`src/rtl/credit_rr_sched_pkg.sv`:
```
// ============================================================================
// Module      : sched_pkg
// Description : Shared types and width helpers for the credit RR scheduler.
// Revision    : 1.0 - initial release
// ============================================================================
`default_nettype none

package sched_pkg;

  typedef enum logic {IDLE = 1'b0, HOLD = 1'b1} sched_state_t;

  localparam int unsigned c_NUM_REQS_DEF    = 4;
  localparam int unsigned c_MAX_CREDITS_DEF = 4;
  localparam int unsigned c_BURST_DEF       = 2;
  localparam int unsigned c_CWID_DEF        = $clog2(c_MAX_CREDITS_DEF + 1);
  localparam int unsigned c_PTR_W_DEF       = $clog2(c_NUM_REQS_DEF);

  function automatic int unsigned cwid_of(input int unsigned max_credits);
    return $clog2(max_credits + 1);
  endfunction

  function automatic int unsigned ptr_w_of(input int unsigned num_reqs);
    return (num_reqs < 2) ? 1 : $clog2(num_reqs);
  endfunction

endpackage

`default_nettype wire

```
`src/rtl/credit_rr_sched_if.sv`:
```
// ============================================================================
// Module      : credit_rr_sched_if
// Description : Request/grant/credit bundle between FIFO bank and scheduler.
// Revision    : 1.0 - initial release
// ============================================================================
`default_nettype none

interface credit_rr_sched_if
  import sched_pkg::*;
#(
  parameter int unsigned NUM_REQS = c_NUM_REQS_DEF,
  parameter int unsigned CWID     = c_CWID_DEF
);
  localparam int unsigned c_PW = ptr_w_of(NUM_REQS);

  logic [NUM_REQS-1:0] reqs;
  logic                blk;
  logic                credit_ret;
  logic [NUM_REQS-1:0] gnt;
  logic [CWID-1:0]     credits;
  logic [c_PW-1:0]     holder;
  logic                err;

  modport master (
    output reqs, blk, credit_ret,
    input  gnt, credits, holder, err
  );

  modport slave (
    input  reqs, blk, credit_ret,
    output gnt, credits, holder, err
  );

endinterface

`default_nettype wire

```
`src/rtl/credit_rr_sched_rr_pick.sv`:
```
// ============================================================================
// Module      : rr_pick
// Description : Combinational rotating-priority picker starting at 'start'.
// Revision    : 1.0 - initial release
// ============================================================================
`default_nettype none

module rr_pick
  import sched_pkg::*;
#(
  parameter int unsigned NUM_REQS = c_NUM_REQS_DEF,
  parameter int unsigned PW       = ptr_w_of(NUM_REQS)
) (
  input  logic [NUM_REQS-1:0] reqs,
  input  logic [PW-1:0]       start,
  output logic [NUM_REQS-1:0] sel,
  output logic [PW-1:0]       idx,
  output logic                any
);

  logic [PW-1:0] w_cand;

  always_comb begin
    sel    = '0;
    idx    = '0;
    any    = 1'b0;
    w_cand = '0;
    for (int k = 0; k < int'(NUM_REQS); k++) begin
      w_cand = PW'((int'(start) + k) % int'(NUM_REQS));
      if (!any && reqs[w_cand]) begin
        any         = 1'b1;
        sel[w_cand] = 1'b1;
        idx         = w_cand;
      end
    end
  end

endmodule

`default_nettype wire

```
`src/rtl/credit_rr_sched.sv`:
```
// ============================================================================
// Module      : credit_rr_sched
// Description : Credit-gated round-robin scheduler with burst hold.
// Revision    : 1.0 - initial release
// ============================================================================
`default_nettype none

module credit_rr_sched
  import sched_pkg::*;
#(
  parameter int unsigned NUM_REQS    = c_NUM_REQS_DEF,
  parameter int unsigned MAX_CREDITS = c_MAX_CREDITS_DEF,
  parameter int unsigned BURST       = c_BURST_DEF,
  parameter int unsigned CWID        = cwid_of(MAX_CREDITS)
) (
  input  logic              clk,
  input  logic              rst,
  credit_rr_sched_if.slave  bus
);

  localparam int unsigned      c_PW        = ptr_w_of(NUM_REQS);
  localparam int unsigned      c_BW        = $clog2(BURST + 1);
  localparam logic [c_PW-1:0]  c_LAST      = c_PW'(NUM_REQS - 1);
  localparam logic [c_BW-1:0]  c_BURST_END = c_BW'(BURST);
  localparam logic [CWID-1:0]  c_CRED_MAX  = CWID'(MAX_CREDITS);

  sched_state_t        r_state;
  logic [c_PW-1:0]     r_ptr;
  logic [c_PW-1:0]     r_holder;
  logic [c_BW-1:0]     r_bcnt;
  logic [CWID-1:0]     r_credits;
  logic                r_err;

  logic                w_can_grant;
  logic                w_hold_keep;
  logic                w_any;
  logic                w_granted;
  logic [c_PW-1:0]     w_holder_inc;
  logic [c_PW-1:0]     w_start;
  logic [c_PW-1:0]     w_idx;
  logic [c_PW-1:0]     w_idx_inc;
  logic [c_BW-1:0]     w_bcnt_inc;
  logic [NUM_REQS-1:0] w_sel;
  logic [NUM_REQS-1:0] w_holder_oh;
  logic [NUM_REQS-1:0] w_gnt;

  assign w_can_grant  = !rst && !bus.blk && (r_credits != '0);
  assign w_hold_keep  = (r_state == HOLD) && bus.reqs[r_holder];
  assign w_holder_inc = (r_holder == c_LAST) ? '0 : r_holder + c_PW'(1);
  assign w_idx_inc    = (w_idx == c_LAST) ? '0 : w_idx + c_PW'(1);
  assign w_bcnt_inc   = r_bcnt + c_BW'(1);
  assign w_holder_oh  = NUM_REQS'(1) << r_holder;

  // A releasing holder re-arbitrates from its successor in the same cycle.
  assign w_start = (r_state == HOLD) ? w_holder_inc : r_ptr;

  rr_pick #(
    .NUM_REQS (NUM_REQS),
    .PW       (c_PW)
  ) u_pick (
    .reqs  (bus.reqs),
    .start (w_start),
    .sel   (w_sel),
    .idx   (w_idx),
    .any   (w_any)
  );

  always_comb begin
    w_gnt = '0;
    if (w_can_grant) begin
      w_gnt = w_hold_keep ? w_holder_oh : w_sel;
    end
  end

  assign w_granted = |w_gnt;

  always_ff @(posedge clk or posedge rst) begin
    if (rst) begin
      r_state  <= IDLE;
      r_ptr    <= '0;
      r_holder <= '0;
      r_bcnt   <= '0;
    end else if (w_can_grant) begin
      if (w_hold_keep) begin
        r_bcnt <= w_bcnt_inc;
        if (w_bcnt_inc == c_BURST_END) begin
          r_state <= IDLE;
          r_ptr   <= w_holder_inc;
        end
      end else if (w_any) begin
        if (BURST == 1) begin
          r_state <= IDLE;
          r_ptr   <= w_idx_inc;
        end else begin
          r_state  <= HOLD;
          r_holder <= w_idx;
          r_bcnt   <= c_BW'(1);
        end
      end else if (r_state == HOLD) begin
        r_state <= IDLE;
        r_ptr   <= w_holder_inc;
      end
    end
  end

  // Credits track returns even while blocked; a return into a full counter is lost.
  always_ff @(posedge clk or posedge rst) begin
    if (rst) begin
      r_credits <= c_CRED_MAX;
      r_err     <= 1'b0;
    end else if (w_granted && !bus.credit_ret) begin
      r_credits <= r_credits - CWID'(1);
    end else if (!w_granted && bus.credit_ret) begin
      if (r_credits == c_CRED_MAX) begin
        r_err <= 1'b1;
      end else begin
        r_credits <= r_credits + CWID'(1);
      end
    end
  end

  assign bus.gnt     = w_gnt;
  assign bus.credits = r_credits;
  assign bus.holder  = r_holder;
  assign bus.err     = r_err;

endmodule

`default_nettype wire

```
`src/flat_wrapper.sv`:
```
// flat-port wrapper written by rule: the top's interface ports become plain ports
module credit_rr_sched_flat import sched_pkg::*;
#(
  parameter int unsigned NUM_REQS    = c_NUM_REQS_DEF,
  parameter int unsigned MAX_CREDITS = c_MAX_CREDITS_DEF,
  parameter int unsigned BURST       = c_BURST_DEF,
  parameter int unsigned CWID        = cwid_of(MAX_CREDITS)
)
  (clk, rst, bus_reqs, bus_blk, bus_credit_ret, bus_gnt, bus_credits, bus_holder, bus_err);
  credit_rr_sched_if #(.NUM_REQS(NUM_REQS), .CWID(CWID)) bus_i ();
  input  logic clk;
  input  logic rst;
  input wire logic [$bits(bus_i.reqs)-1:0] bus_reqs;
  input wire logic [$bits(bus_i.blk)-1:0] bus_blk;
  input wire logic [$bits(bus_i.credit_ret)-1:0] bus_credit_ret;
  output wire logic [$bits(bus_i.gnt)-1:0] bus_gnt;
  output wire logic [$bits(bus_i.credits)-1:0] bus_credits;
  output wire logic [$bits(bus_i.holder)-1:0] bus_holder;
  output wire logic [$bits(bus_i.err)-1:0] bus_err;
  assign bus_i.reqs = bus_reqs;
  assign bus_i.blk = bus_blk;
  assign bus_i.credit_ret = bus_credit_ret;
  assign bus_gnt = bus_i.gnt;
  assign bus_credits = bus_i.credits;
  assign bus_holder = bus_i.holder;
  assign bus_err = bus_i.err;
  credit_rr_sched #(.NUM_REQS(NUM_REQS), .MAX_CREDITS(MAX_CREDITS), .BURST(BURST), .CWID(CWID)) u_core (.clk(clk), .rst(rst), .bus(bus_i));
endmodule
```
`config.mk`:
```
export PLATFORM = sky130hd
export DESIGN_NAME = credit_rr_sched_flat
export DESIGN_NICKNAME = d
export VERILOG_FILES = /design/src/rtl/credit_rr_sched_pkg.sv /design/src/rtl/credit_rr_sched_if.sv /design/src/rtl/credit_rr_sched_rr_pick.sv /design/src/rtl/credit_rr_sched.sv /design/src/flat_wrapper.sv
export SDC_FILE = /design/constraint.sdc
export NUM_CORES = 1
export LEC_CHECK = 0
export BUFFER_PORTS_ARGS = -buffer_cell sky130_fd_sc_hd__buf_2
export CORE_MARGIN = 3
export CORE_UTILIZATION = 45
export CTS_BUF_LIST = sky130_fd_sc_hd__clkbuf_8
export CTS_CLUSTER_SIZE = 8
export DETAILED_ROUTE_END_ITERATION = 16
export GPL_TIMING_DRIVEN = 0
export PLACE_DENSITY = 0.65
export SLEW_MARGIN = 0
export SYNTH_ARGS = -nofsm -noshare
export SYNTH_HDL_FRONTEND = slang
export SYNTH_SLANG_ARGS = --single-unit
```
`constraint.sdc`:
```
create_clock -name clk -period 11.1 [get_ports clk]
set_input_delay 0 -clock clk [delete_from_list [all_inputs] [get_ports clk]]
set_output_delay 0 -clock clk [all_outputs]
set_load 0.005 [all_outputs]
```
* Word-level counts from Yosys, hierarchy flattened
Cells that the tools add are included.
** Storage, ports and cells
- Flip-flop bits (word level) :: 11
- Input bits :: 8
- Word-level logic and storage cells :: 108
** Operators by class
- Add/subtract/negate cells :: 7
- Magnitude comparators :: 9
- Equality and inequality tests :: 6
- Shifts and indexed selects :: 1
- Multiplexer cells :: 45
- Bitwise gates (word level) :: 5
- Reductions and logical operators :: 29
** Operators with widths (count)
- two-way mux 4 bit :: 6
- two-way mux 2 bit :: 11
- two-way mux 1 bit :: 16
- < comparator 2 x 3 -> 1 bit (second input constant) :: 5
- logical AND 1 bit :: 12
- bitwise OR 4 bit :: 3
- binary-select mux 1 bit (select 2 bit) :: 5
- two-way mux 3 bit :: 3
- AND reduction 3 bit :: 3
- demux 1 bit (select 2 bit) :: 4
- >= comparator 2 x 1 -> 1 bit (second input constant) :: 4
- logical NOT 1 bit :: 7
- adder 2 x 1 -> 2 bit (second input constant) :: 3
- AND reduction 2 bit :: 3
- adder 2 bit (second input constant) :: 2
- equality test 2 bit (second input constant) :: 2
- != test 2 x 1 -> 1 bit (second input constant) :: 2
- nonzero test 2 bit :: 2
- OR reduction 4 bit :: 1
- << shifter 1 x 2 -> 4 bit (first input constant) :: 1
- adder 3 x 1 -> 3 bit (second input constant) :: 1
- equality test 3 bit (second input constant) :: 1
- nonzero test 3 bit :: 1
- subtractor 3 x 1 -> 3 bit (second input constant) :: 1
- other kinds (2) :: 3

* Depth between registers and ports, before layout
Gate-level depths: netlist (run 1).
- Depth in word-level cells :: 22
- Depth in mapped cells :: 18

* Hierarchy
Synthesis (run 1) repeated with hierarchy kept, for this count alone.
** Second synthesis, totals
- Cell total of the unflattened synthesis :: 131
- Area, all modules :: 1236.2 µm²
** Modules (own cells, without submodules)
- credit_rr_sched :: times used 1, cells an instance 86, area an instance 817.0 µm², sequential area each 276.5 µm²
- rr_pick :: times used 1, cells an instance 45, area an instance 419.2 µm², sequential area each 0.0 µm²

* Least setup slack after synthesis (run 1)
No wires, ideal clock.
- Kind :: register to register
- Start point :: register u_core.r_holder[0], in the netlist u_core.bus.holder[0]
- End point :: register u_core.r_credits[2], in the netlist u_core.bus.credits[2]
- Library setup time :: 85 ps
- Data arrival time :: 3907 ps
- Required time :: 11015 ps
- Slack :: 7108 ps
- Stages on the path, launching flop included :: 19
- Buffers on the path :: 1
- Period minus slack after synthesis :: 3992 ps
- Cell sequence :: dfrtp_1 -> inv_1 -> ha_1 -> mux2_2 -> ha_1 -> clkbuf_1 -> and3b_1 -> o2111ai_1 -> o211ai_1 -> a32oi_1 -> a31oi_1 -> or4_1 -> ha_1 -> inv_1 -> fa_1 -> a211oi_1 -> a21oi_1 -> o21ai_0 -> o31ai_1
** On the way
- Cells in the longest elaborated chain, start to end :: 22
** Ends and longest elaborated chain
- start, declared :: line credit_rr_sched.sv:29 : logic [c_PW-1:0] r_holder;
- start signal, assigned :: line credit_rr_sched.sv:96 : r_holder <= w_idx;
- parallel branches: the longest is 15 deep, another holds < comparator 2 x 3 -> 1 bit
- two-way mux 4 bit * :: line credit_rr_sched.sv:71 : w_gnt = w_hold_keep ? w_holder_oh : w_sel;
- two-way mux 4 bit * :: line credit_rr_sched.sv:70 : if (w_can_grant) begin
- named net bus_gnt[2] :: line flat_wrapper.sv:16 : output wire logic [$bits(bus_i.gnt)-1:0] bus_gnt;
- OR reduction 4 bit * :: line credit_rr_sched.sv:75 : assign w_granted = |w_gnt;
- logical NOT 1 bit :: line credit_rr_sched.sv:113 : end else if (!w_granted && bus.credit_ret) begin
- logical AND 1 bit :: line credit_rr_sched.sv:113
- nonzero test 2 bit (no line)
- AND reduction 2 bit (no line)
- end signal, assigned :: line credit_rr_sched.sv:109 : r_credits <= c_CRED_MAX;
- end signal, assigned :: line credit_rr_sched.sv:112 : r_credits <= r_credits - CWID'(1);
- end signal, assigned :: line credit_rr_sched.sv:117 : r_credits <= r_credits + CWID'(1);
- end, declared :: line credit_rr_sched.sv:31 : logic [CWID-1:0] r_credits;
Mark *: on every way through the listed nets, which the timed path passes. The select of a mux whose other input is x is not followed.
A chain may end at the register's enable or synchronous reset.

* Worst setup path in the final report (run 1)
- Start point :: register u_core.r_holder[0], in the netlist u_core.bus.holder[0]
- End point :: register u_core.r_credits[2], in the netlist u_core.bus.credits[2]
** On the way
- Cells in the longest elaborated chain, start to end :: 22
** Ends and longest elaborated chain (line)
- parallel branches: the longest is 15 deep, another holds < comparator 2 x 3 -> 1 bit
- two-way mux 4 bit * :: credit_rr_sched.sv:71
- two-way mux 4 bit * :: credit_rr_sched.sv:70
- OR reduction 4 bit * :: credit_rr_sched.sv:75
- logical NOT 1 bit :: credit_rr_sched.sv:113
- logical AND 1 bit :: credit_rr_sched.sv:113
- nonzero test 2 bit (no line)
- AND reduction 2 bit (no line)
Mark *: on every way between the ends. The select of a mux whose other input is x is not followed.

==> results of run 1 <==
## power by group through the flow
stage	Sequential (W)	Clock [W]	Combinational, W
after detailed placement	0.0000838	0	0.000358
after global routing	0.0000869	0.0000410	0.000406
after CTS	0.0000835	0.0000391	0.000361
after global placement	0.0000822	0	0.000342
final	0.0000836	0.0000385	0.000362
after floorplan	0.0000799	0	0.000277
## layout make-up
cell class / instances / area (µm²) / share of cell area (%)
inverters: 15 / 61.3 / 4.41
repair buffers: 16 / 85.1 / 6.12
well taps: 30 / 37.5 / 2.70
plain buffers: 3 / 11.3 / 0.809
multi-input cells: 109 / 875 / 62.9
clock inverters: 1 / 3.75 / 0.270
clock buffers: 3 / 41.3 / 2.97
flip-flops and latches: 11 / 277 / 19.9
## worst reg2reg max path, cell delays in order (launching register included)
cell,delay [ns]
dfrtp_1,0.52
inv_1,0.11
ha_1,0.31
mux2_2,0.37
ha_1,0.30
clkbuf_1,0.28
and3b_1,0.21
o2111ai_1,0.12
o211ai_1,0.42
a32oi_1,0.15
a31oi_1,0.28
or4_1,0.17
ha_1,0.21
inv_1,0.10
fa_1,0.43
a211oi_1,0.22
a21oi_1,0.06
o21ai_0,0.15
o31ai_1,0.10
## cells in the final DEF (no fill, tap or decap), types with 2 or more instances in the layout
master     count
a211oi_1       3
a21oi_1        9
a31oi_1        6
a32oi_1        4
buf_2         15
clkbuf_1       3
clkbuf_8       3
dfrtp_1       10
ha_1          15
inv_1         15
mux2_2         3
mux4_2         3
nand2_1        7
nand3_1        5
nor2_1         6
nor3_1         6
nor3b_1        2
nor4_1         3
o2111ai_1      3
o211ai_1       4
o21ai_0        9
o22ai_1        3
o31ai_1        2
## routing by layer
layer,track usage (%),share of wire (%),vias to the layer above
met2,29.8,49,31
met3,4.01,4.7,4
met4,3.31,0.90,0
li1,-,-,567
met1,25.0,46,553
met5,0,0,-
## metrics by stage
step	hold WS, ns	worst slack [ns]	instances
3_3_place_gp	0.0141	6.76	183
5_1_grt	0.154	6.08	188
6_report	0.105	6.47	188
3_5_place_dp	0.0234	6.53	183
4_1_cts	0.107	6.50	188
2_1_floorplan	-0.148	7.11	138
## worst min path at each step
stage / endpoint / cells after the start / startpoint
6_report: u_core.r_bcnt[0] / 4 / bus_blk
5_1_grt: u_core.r_state / 4 / bus_blk
4_1_cts: u_core.r_bcnt[0] / 4 / bus_blk
3_5_place_dp: u_core.bus.err / 2 / rst
3_3_place_gp: u_core.r_bcnt[0] / 2 / rst
2_1_floorplan: u_core.bus.credits[0] / 1 / rst
## sequential cells by signal, summed over array words and instances, names as in the netlist
register	count
u_core.r_state	1
u_core.r_ptr	2
u_core.bus.holder	2
u_core.bus.credits	3
u_core.r_bcnt	2
u_core.bus.err	1
## cells in the mapped netlist, types with 2 or more instances
master	count
a21oi_1	9
o31ai_1	2
nand2_1	7
clkbuf_1	3
inv_1	14
a31oi_1	6
o22ai_1	3
a211oi_1	3
nor3b_1	2
ha_1	15
nand3_1	5
o2111ai_1	3
nor3_1	6
o21ai_0	9
dfrtp_1	10
nor2_1	6
mux2_2	3
nor4_1	3
o211ai_1	4
mux4_2	3
a32oi_1	4
## cells by family after synthesis
kind of cell | Yosys count | share of synthesized area [%]
AND/OR/NAND/NOR | 37 | 17.3
XOR/XNOR | 1 | 0.716
AO/OA/AOI/OAI | 48 | 26.1
adder cells (fa/ha/maj) | 16 | 17.0
flip-flops | 11 | 22.6
multiplexers | 7 | 10.4
buffers and inverters | 18 | 5.93
## what timing repair did
item                                   in CTS  in global routing
endpoints found under the hold margin      10                  0
hold buffers                                1                  0
resized for setup                           0                  0
==> impl_metrics.ini, run 1 <==
[global_route]
grt.overflow.total = 0
grt_pass1_wl_um = 4850
grt_pass1_vias = 1106
track_usage_pct = 18.3
grt_max_degree = 12
antenna_found_initial = 0

[clocking]
cts_max_level = 1
cts_tree = done
clkSinkCount = 11
root_buffer = clkbuf_8
cts_setup_buffers = 0
cts_made_buffers = 3
path_clk_slew_ns = 0.05
insertion_delay_ns = 0.23
clockBufferDepth = 2

[finish]
nNetsFinal = 183
fin_area_um2 = 1390
layout-drive-gt1-share_pct = 17.7
n_fill_cell = 247
utilization_pct = 55.2
antenna-diode-count = 0
syn2layout_area_growth_pct = 13.7

[synthesis]
ys_async_sr_fraction_pct = 100
synth_area_leaders = dfrtp_1, ha_1, mux4_2
avgSynthCellArea_um2 = 8.87
ys_warn_count = 0
yosysTopAreaCell = dfrtp_1
ys_ff_latch = 11
synth_edf_count = 0
synth_top_area_share_pct = 20.4
ys_types = 39
synth_top_flop_cell = dfrtp_1
ys_seq_area_share_pct = 22.6
netlist_instances = 138
synth_nets = 162
syn-cell-area_um2 = 1220

[sta]
layout_min_cycle_time_ns = 4.63
max_slew_margin_pct = 56.1
period_share_pct = 41.7
setup_violations = 0
setup_tns_ns = 0
final.setup_skew_ns = 0.000370
worst_pin_slew_ns = 0.653
rsz0062_at_grt = no
hold_violations = 0
clock.fmax_mhz = 216
maxSlewViolCount = 0

[worst_setup_path]
cp-start-kind = flip-flop
criticalPathCategory = flip-flop to flip-flop
cp_common_cell = ha_1
timing.critical_path.to = u_core.bus.credits[2]
crit_chain = inv_1, ha_1, mux2_2, ha_1, clkbuf_1, and3b_1, o2111ai_1, o211ai_1, a32oi_1, a31oi_1, or4_1, ha_1, inv_1, fa_1, a211oi_1, a21oi_1, o21ai_0, o31ai_1
cp.arrival_ns = 4.79
required_ns = 11.25
slowest_delay_ns = 0.52
cp_num_cells = 18
cp_max_fo = 10
crit_family = compound AO/OA/AOI/OAI gates
startpoint = u_core.bus.holder[0]
reg2reg_slack_ns = 6.47
path_buf_inv = 3
r2r_start = u_core.bus.holder[0]
timing.rr.end = u_core.bus.credits[2]
crit_path_top_delay_cell = dfrtp_1
cp-end-kind = flip-flop
r2r_cells = 18

[die]
start_util_pct = 48.5
die_w_um = 58.1
core_area_um2 = 2520
io_pins = 18
die_h_um = 58.1
rows = 18
dieArea_um2 = 3380

[job]
drv_cap = 0

[power]
power.clock.fraction_pct = 8.0
switchingPower_w = 0.000252
vdd_drop_max_mv = 0.183
design_power_total_w = 0.000484
seq_power_share_pct = 17.3
p_int_w = 0.000232
sw_frac_of_total_pct = 52.1
leakage_nw = 0.605
pwr-share-comb_pct = 74.8
power_density_nw_per_um2 = 348

[outcome]
status = completed

[routing]
wl_per_cell_um = 15.4
vias_per_cell = 6.14
drt_first_pass_iters = 5
drc = 0
wirelength_um = 2900
drtIter0Drc = 60
detailroute.via_count = 1155
ant_nets = 0

[placement]
place_area_um2 = 1340
detailed_place_hpwl_um = 2230
routabilityCongestion = 0.869
io_buffers = 15

[worst_hold_path]
hp-class = input port to flip-flop
(Power assumes the default switching activity.)
==> run 2, diff against run 1 <==
--- a/config.mk
+++ b/config.mk
@@ -12,7 +12,7 @@
 export CTS_CLUSTER_SIZE = 8
 export DETAILED_ROUTE_END_ITERATION = 16
 export GPL_TIMING_DRIVEN = 0
-export PLACE_DENSITY = 0.65
+export PLACE_DENSITY = 0.68
 export SLEW_MARGIN = 0
 export SYNTH_ARGS = -nofsm -noshare
 export SYNTH_HDL_FRONTEND = slang
==> constraint.sdc (replaced) <==
create_clock -name clk -period 4 [get_ports clk]
set_input_delay 0 -clock clk [delete_from_list [all_inputs] [get_ports clk]]
set_output_delay 0 -clock clk [all_outputs]
set_load 0.005 [all_outputs]
==> run 2 against run 1 <==
Compared with the run above: worst setup slack worse by 6.3 ns; largest power group unchanged; highest routed layer unchanged; first-iteration DRC count down 28%; via count up 5.7%; maximum frequency up 21%; clock power rose to 2.7 times the previous value; design area up 6.7%; final cell count up 3.7%; wire length up 5.6%.
==> impl_metrics.ini, run 2 (synthesized netlist as in run 1, its figures left out) <==
[routing]
met3_length_um = 157
wl_per_cell_um = 15.7
ant_nets = 0
wl_met2_um = 1570
met1Wirelength_um = 1310
vias_per_cell = 6.26
routed.top_layer = met4
detailroute.via_count = 1221
drc = 0
wirelength_um = 3060
drtIter0Drc = 43
drt_first_pass_iters = 4

[power]
sw_frac_of_total_pct = 49.9
pwr-share-comb_pct = 77.8
seq_power_share_pct = 15.1
vdd_drop_max_mv = 0.498
power_density_nw_per_um2 = 998
switchingPower_w = 0.000740
design_power_total_w = 0.00148
leakage_nw = 0.642
p_int_w = 0.000741
power.clock.fraction_pct = 7.0

[die]
die_w_um = 58.1
start_util_pct = 48.5
dieArea_um2 = 3380
die_h_um = 58.1
io_pins = 18
core_area_um2 = 2520
rows = 18

[job]
drv_cap = 0

[worst_hold_path]
hp-start = bus_blk
hp-class = input port to flip-flop

[clocking]
path_clk_slew_ns = 0.05
cts_tree = done
cts_made_buffers = 3
root_buffer = clkbuf_8
cts_max_level = 1
clkSinkCount = 11
clockBufferDepth = 2
insertion_delay_ns = 0.23

[sta]
period_share_pct = 95.7
final.setup_skew_ns = 0.00315
setup_tns_ns = 0
maxSlewViolCount = 0
clock.fmax_mhz = 261
max_slew_margin_pct = 58.3
layout_min_cycle_time_ns = 3.83
fin_ws_ns = 0.171
worst_pin_slew_ns = 0.620
setup_violations = 0
hold_violations = 0

[global_route]
grt_pass1_wl_um = 5150
antenna_found_initial = 0
grt_max_degree = 12
grt_pass1_vias = 1168
grt.overflow.total = 0
track_usage_pct = 19.3

[finish]
largest_reg_flops = 3
layout_commonest_cell = buf_2
mostFrequentLayoutCells = buf_2, inv_1, ha_1
seqCellArea_um2 = 279
n_fill_cell = 247
fin_area_um2 = 1480
antenna-diode-count = 0
nNetsFinal = 190
multi_input_area_um2 = 908
layout-drive-gt1-share_pct = 27.9
stdcell_count = 195
syn2layout_area_growth_pct = 21.3

[placement]
io_buffers = 15
routabilityCongestion = 0.835
place_area_um2 = 1340
dp_cells = 183
detailed_place_hpwl_um = 2300
place_ws_ns = -0.549

[worst_setup_path]
cp.arrival_ns = 3.98
startpoint = u_core.bus.holder[0]
r2r_start = u_core.bus.holder[0]
criticalPathCategory = flip-flop to flip-flop
cp-end-kind = flip-flop
required_ns = 4.15
cp_max_fo = 8
cp-start-kind = flip-flop

[outcome]
status = completed
## run 2: changes by cell type in the layout (fill, tap and decap cells not counted), moves of 2 or more
| cell | previous run | this run |
|---|---|---|
| ha_1 | 15 | 12 |
| dfrtp_2 | 0 | 2 |
| ha_2 | 0 | 2 |
| buf_4 | 0 | 8 |
| dfrtp_1 | 10 | 8 |
## run 2: power by group through the flow
stage,Clock [W],Sequential (W),Combinational (W)
floorplan,0,0.000222,0.000767
global placement,0,0.000228,0.000938
detailed placement,0,0.000233,0.000995
CTS,0.000110,0.000221,0.00107
global route,0.000114,0.000233,0.00129
finish,0.000104,0.000224,0.00115
## run 2: routing by layer
metal	GRT usage, %	vias to the layer above
met4	2.98	0
met1	24.6	594
li1	-	586
met3	5.35	2
met5	0	-
met2	33.1	39
## run 2: timing repair
action	CTS	global route
setup buffers	6	2
endpoints found under the setup margin	4	3
pin swaps	4	3
endpoints found under the hold margin	10	0
hold buffers	1	0
gates resized for setup	7	6
## run 2: worst paths after layout
check / end / slack, ns / depth (start not counted)
min in group asynchronous: u_core.bus.credits[1] / 0.33 / 3
worst max register to register: u_core.bus.credits[1] / 0.17 / 15
worst max-delay path: u_core.bus.credits[1] / 0.17 / 15
worst min register to register: u_core.bus.err / 0.45 / 1
max in group asynchronous: u_core.bus.credits[2] / 3.34 / 3
worst min-delay path: u_core.r_bcnt[0] / 0.12 / 4
## run 2: cell type report
class,instances,share of cell area [%]
clock inverter,1,0.253
tap,30,2.53
inverter,15,4.13
multi-input combinational,109,61.2
sequential,11,18.8
timing repair buffer,24,9.78
buffer,2,0.506
clock buffer,3,2.78
## run 2: worst max-delay path, stage by stage (launching register included)
cell,delay [ns]
dfrtp_2,0.43
ha_2,0.22
or3b_4,0.44
nand2_8,0.08
ha_4,0.23
and3b_1,0.17
o2111ai_1,0.19
o211ai_1,0.12
buf_4,0.17
a32oi_2,0.20
a31oi_2,0.14
or4_1,0.49
ha_2,0.22
inv_2,0.08
fa_2,0.43
a21oi_1,0.15
## run 2: stage by stage
step,hold slack (ns),util [%]
after floorplan,-0.148,-
after global placement,0.0230,53.0
after detailed placement,0.0329,53.0
after CTS,0.116,57.3
after global routing,0.133,58.8
final,0.118,58.8
==> run 3, diff against run 2 <==
--- a/config.mk
+++ b/config.mk
@@ -12,7 +12,7 @@
 export CTS_CLUSTER_SIZE = 8
 export DETAILED_ROUTE_END_ITERATION = 16
 export GPL_TIMING_DRIVEN = 0
-export PLACE_DENSITY = 0.68
+export PLACE_DENSITY = 0.65
 export SLEW_MARGIN = 0
 export SYNTH_ARGS = -nofsm -noshare
 export SYNTH_HDL_FRONTEND = slang
==> constraint.sdc (replaced) <==
create_clock -name clk -period 3.6 [get_ports clk]
set_input_delay 0 -clock clk [delete_from_list [all_inputs] [get_ports clk]]
set_output_delay 0 -clock clk [all_outputs]
set_load 0.005 [all_outputs]
==> run 3 against run 2 <==
Compared with the run above: the run now ends with setup timing left; design area increased by 15%; clock skew decreased by 0.0014 ns; clock power increased by 13%; combinational power increased by 37%; critical path type unchanged; highest routed layer unchanged.
==> impl_metrics.ini, run 3 (synthesized netlist as in run 1, its figures left out) <==
[outcome]
status = finished, violations left
violations = setup timing

[clocking]
cts_max_level = 1
clockBufferDepth = 2
clkSinkCount = 11
insertion_delay_ns = 0.23
cts_tree = done
root_buffer = clkbuf_8
cts_made_buffers = 3
path_clk_slew_ns = 0.05

[global_route]
track_usage_pct = 23.4
grt.overflow.total = 0
grt_max_degree = 12
antenna_found_initial = 0
grt_pass1_vias = 1242
grt_pass1_wl_um = 6160

[sta]
clock.fmax_mhz = 265
worst_pin_slew_ns = 0.735
max_slew_margin_pct = 50.5
layout_min_cycle_time_ns = 3.77
period_share_pct = 105
rsz0062_at_grt = yes
hold_violations = 0
fin_ws_ns = -0.172
final.setup_skew_ns = 0.00175
maxSlewViolCount = 0
setup_violations = 3

[worst_hold_path]
min_to = u_core.r_state
hp-class = input port to flip-flop
hp-start = bus_blk
min_path_cells = 4

[finish]
nNetsFinal = 205
syn2layout_area_growth_pct = 39.2
mostFrequentLayoutCells = buf_4, buf_2, inv_1
largest_reg_flops = 3
layout_commonest_cell = buf_4
antenna-diode-count = 0
layout-drive-gt1-share_pct = 41.1
fin_area_um2 = 1700

[die]
io_pins = 18
start_util_pct = 48.5
core_area_um2 = 2520
dieArea_um2 = 3380
die_h_um = 58.1
die_w_um = 58.1
rows = 18

[worst_setup_path]
timing.rr.end = u_core.bus.credits[2]
cp-end-kind = flip-flop
required_ns = 3.74
r2r_start = u_core.bus.holder[0]
cp-start-kind = flip-flop
criticalPathCategory = flip-flop to flip-flop
cp_max_fo = 7
cp.arrival_ns = 3.91
r2r_cells = 18
reg2reg_slack_ns = -0.17

[routing]
wirelength_um = 3520
drt_first_pass_iters = 4
drc = 0
ant_nets = 0
vias_per_cell = 6.03
wl_per_cell_um = 16.7
drtIter0Drc = 48
detailroute.via_count = 1266

[placement]
detailed_place_hpwl_um = 2320
io_buffers = 15
routabilityCongestion = 0.889
place_ws_ns = -0.553
place_area_um2 = 1380

[power]
vdd_drop_max_mv = 0.812
leakage_nw = 0.739
power_density_nw_per_um2 = 1140

[job]
drv_cap = 0
[run 3: repair_timing]
action | in CTS | in global routing
endpoints found under the hold margin | 10 | 0
gates resized for setup | 15 | 7
setup endpoints to repair | 4 | 5
pin swaps | 15 | 7
hold buffers | 1 | 0
setup buffers | 22 | 3
[run 3: layer usage]
layer  global-route usage (%)  up-vias  share of wire (%)
met3                     2.00       10                4.0
met1                     29.5      603                 41
li1                         -      613                  -
met2                     41.3       40                 52
met5                        0        -                  0
met4                     8.28        0                2.7
[run 3: critical path: stages (launching register included)]
cell and delay, ns:
dfrtp_2 0.45, ha_4 0.18, or3b_4 0.41, nand2_8 0.09, ha_4 0.23, and3b_1 0.18, o2111ai_2 0.19, o211ai_1 0.10
buf_4 0.18, a32oi_2 0.17, a31oi_2 0.13, or4_4 0.58, ha_4 0.19, inv_4 0.05, fa_2 0.22, a211oi_2 0.04
a21oi_1 0.14, o21ai_1 0.09, o31ai_1 0.07
[run 3: how the worst max path moves through the flow]
stage | from | to | slack [ns] | cells after the start
floorplan | u_core.bus.holder[0] | u_core.bus.credits[1] | -0.18 | 15
global placement | u_core.bus.holder[0] | u_core.bus.credits[1] | -0.46 | 15
detailed placement | u_core.bus.holder[0] | u_core.bus.credits[1] | -0.55 | 15
CTS | u_core.bus.holder[0] | u_core.bus.credits[2] | -0.12 | 18
global route | u_core.bus.holder[0] | u_core.bus.credits[2] | -0.29 | 18
finish | u_core.bus.holder[0] | u_core.bus.credits[2] | -0.17 | 18
[run 3: stage by stage]
step / TNS (ns) / hold slack [ns] / std cells / utilization [%] / power [W]
6_report: -0.409 / 0.130 / 210 / 67.5 / 0.00194
5_1_grt: -0.924 / 0.161 / 210 / 67.5 / 0.00213
4_1_cts: -0.287 / 0.130 / 209 / 65.5 / 0.00186
3_5_place_dp: -1.70 / 0.0319 / 183 / 54.8 / 0.00146
3_3_place_gp: -1.28 / 0.0137 / 183 / 54.8 / 0.00140
2_1_floorplan: -0.318 / -0.148 / 138 / - / 0.00118
[run 3: where the power goes]
group	total [W]	switching, W	internal, W
logic	0.00157	0.000829	0.000738
clock network	0.000117	0.0000424	0.0000745
registers	0.000256	0.0000663	0.000190
total	0.00194	0.000937	0.00100
[run 3: final cells by class]
| class | count | area, µm² |
|---|---|---|
| Timing Repair Buffer | 39 | 265 |
| Inverter | 15 | 63.8 |
| Clock inverter | 1 | 3.75 |
| Sequential cell | 11 | 279 |
| Buffer | 2 | 7.51 |
| Fill cell | 225 | 820 |
| Multi-Input combinational cell | 109 | 1000 |
| Clock buffer | 3 | 41.3 |
| Tap cell | 30 | 37.5 |
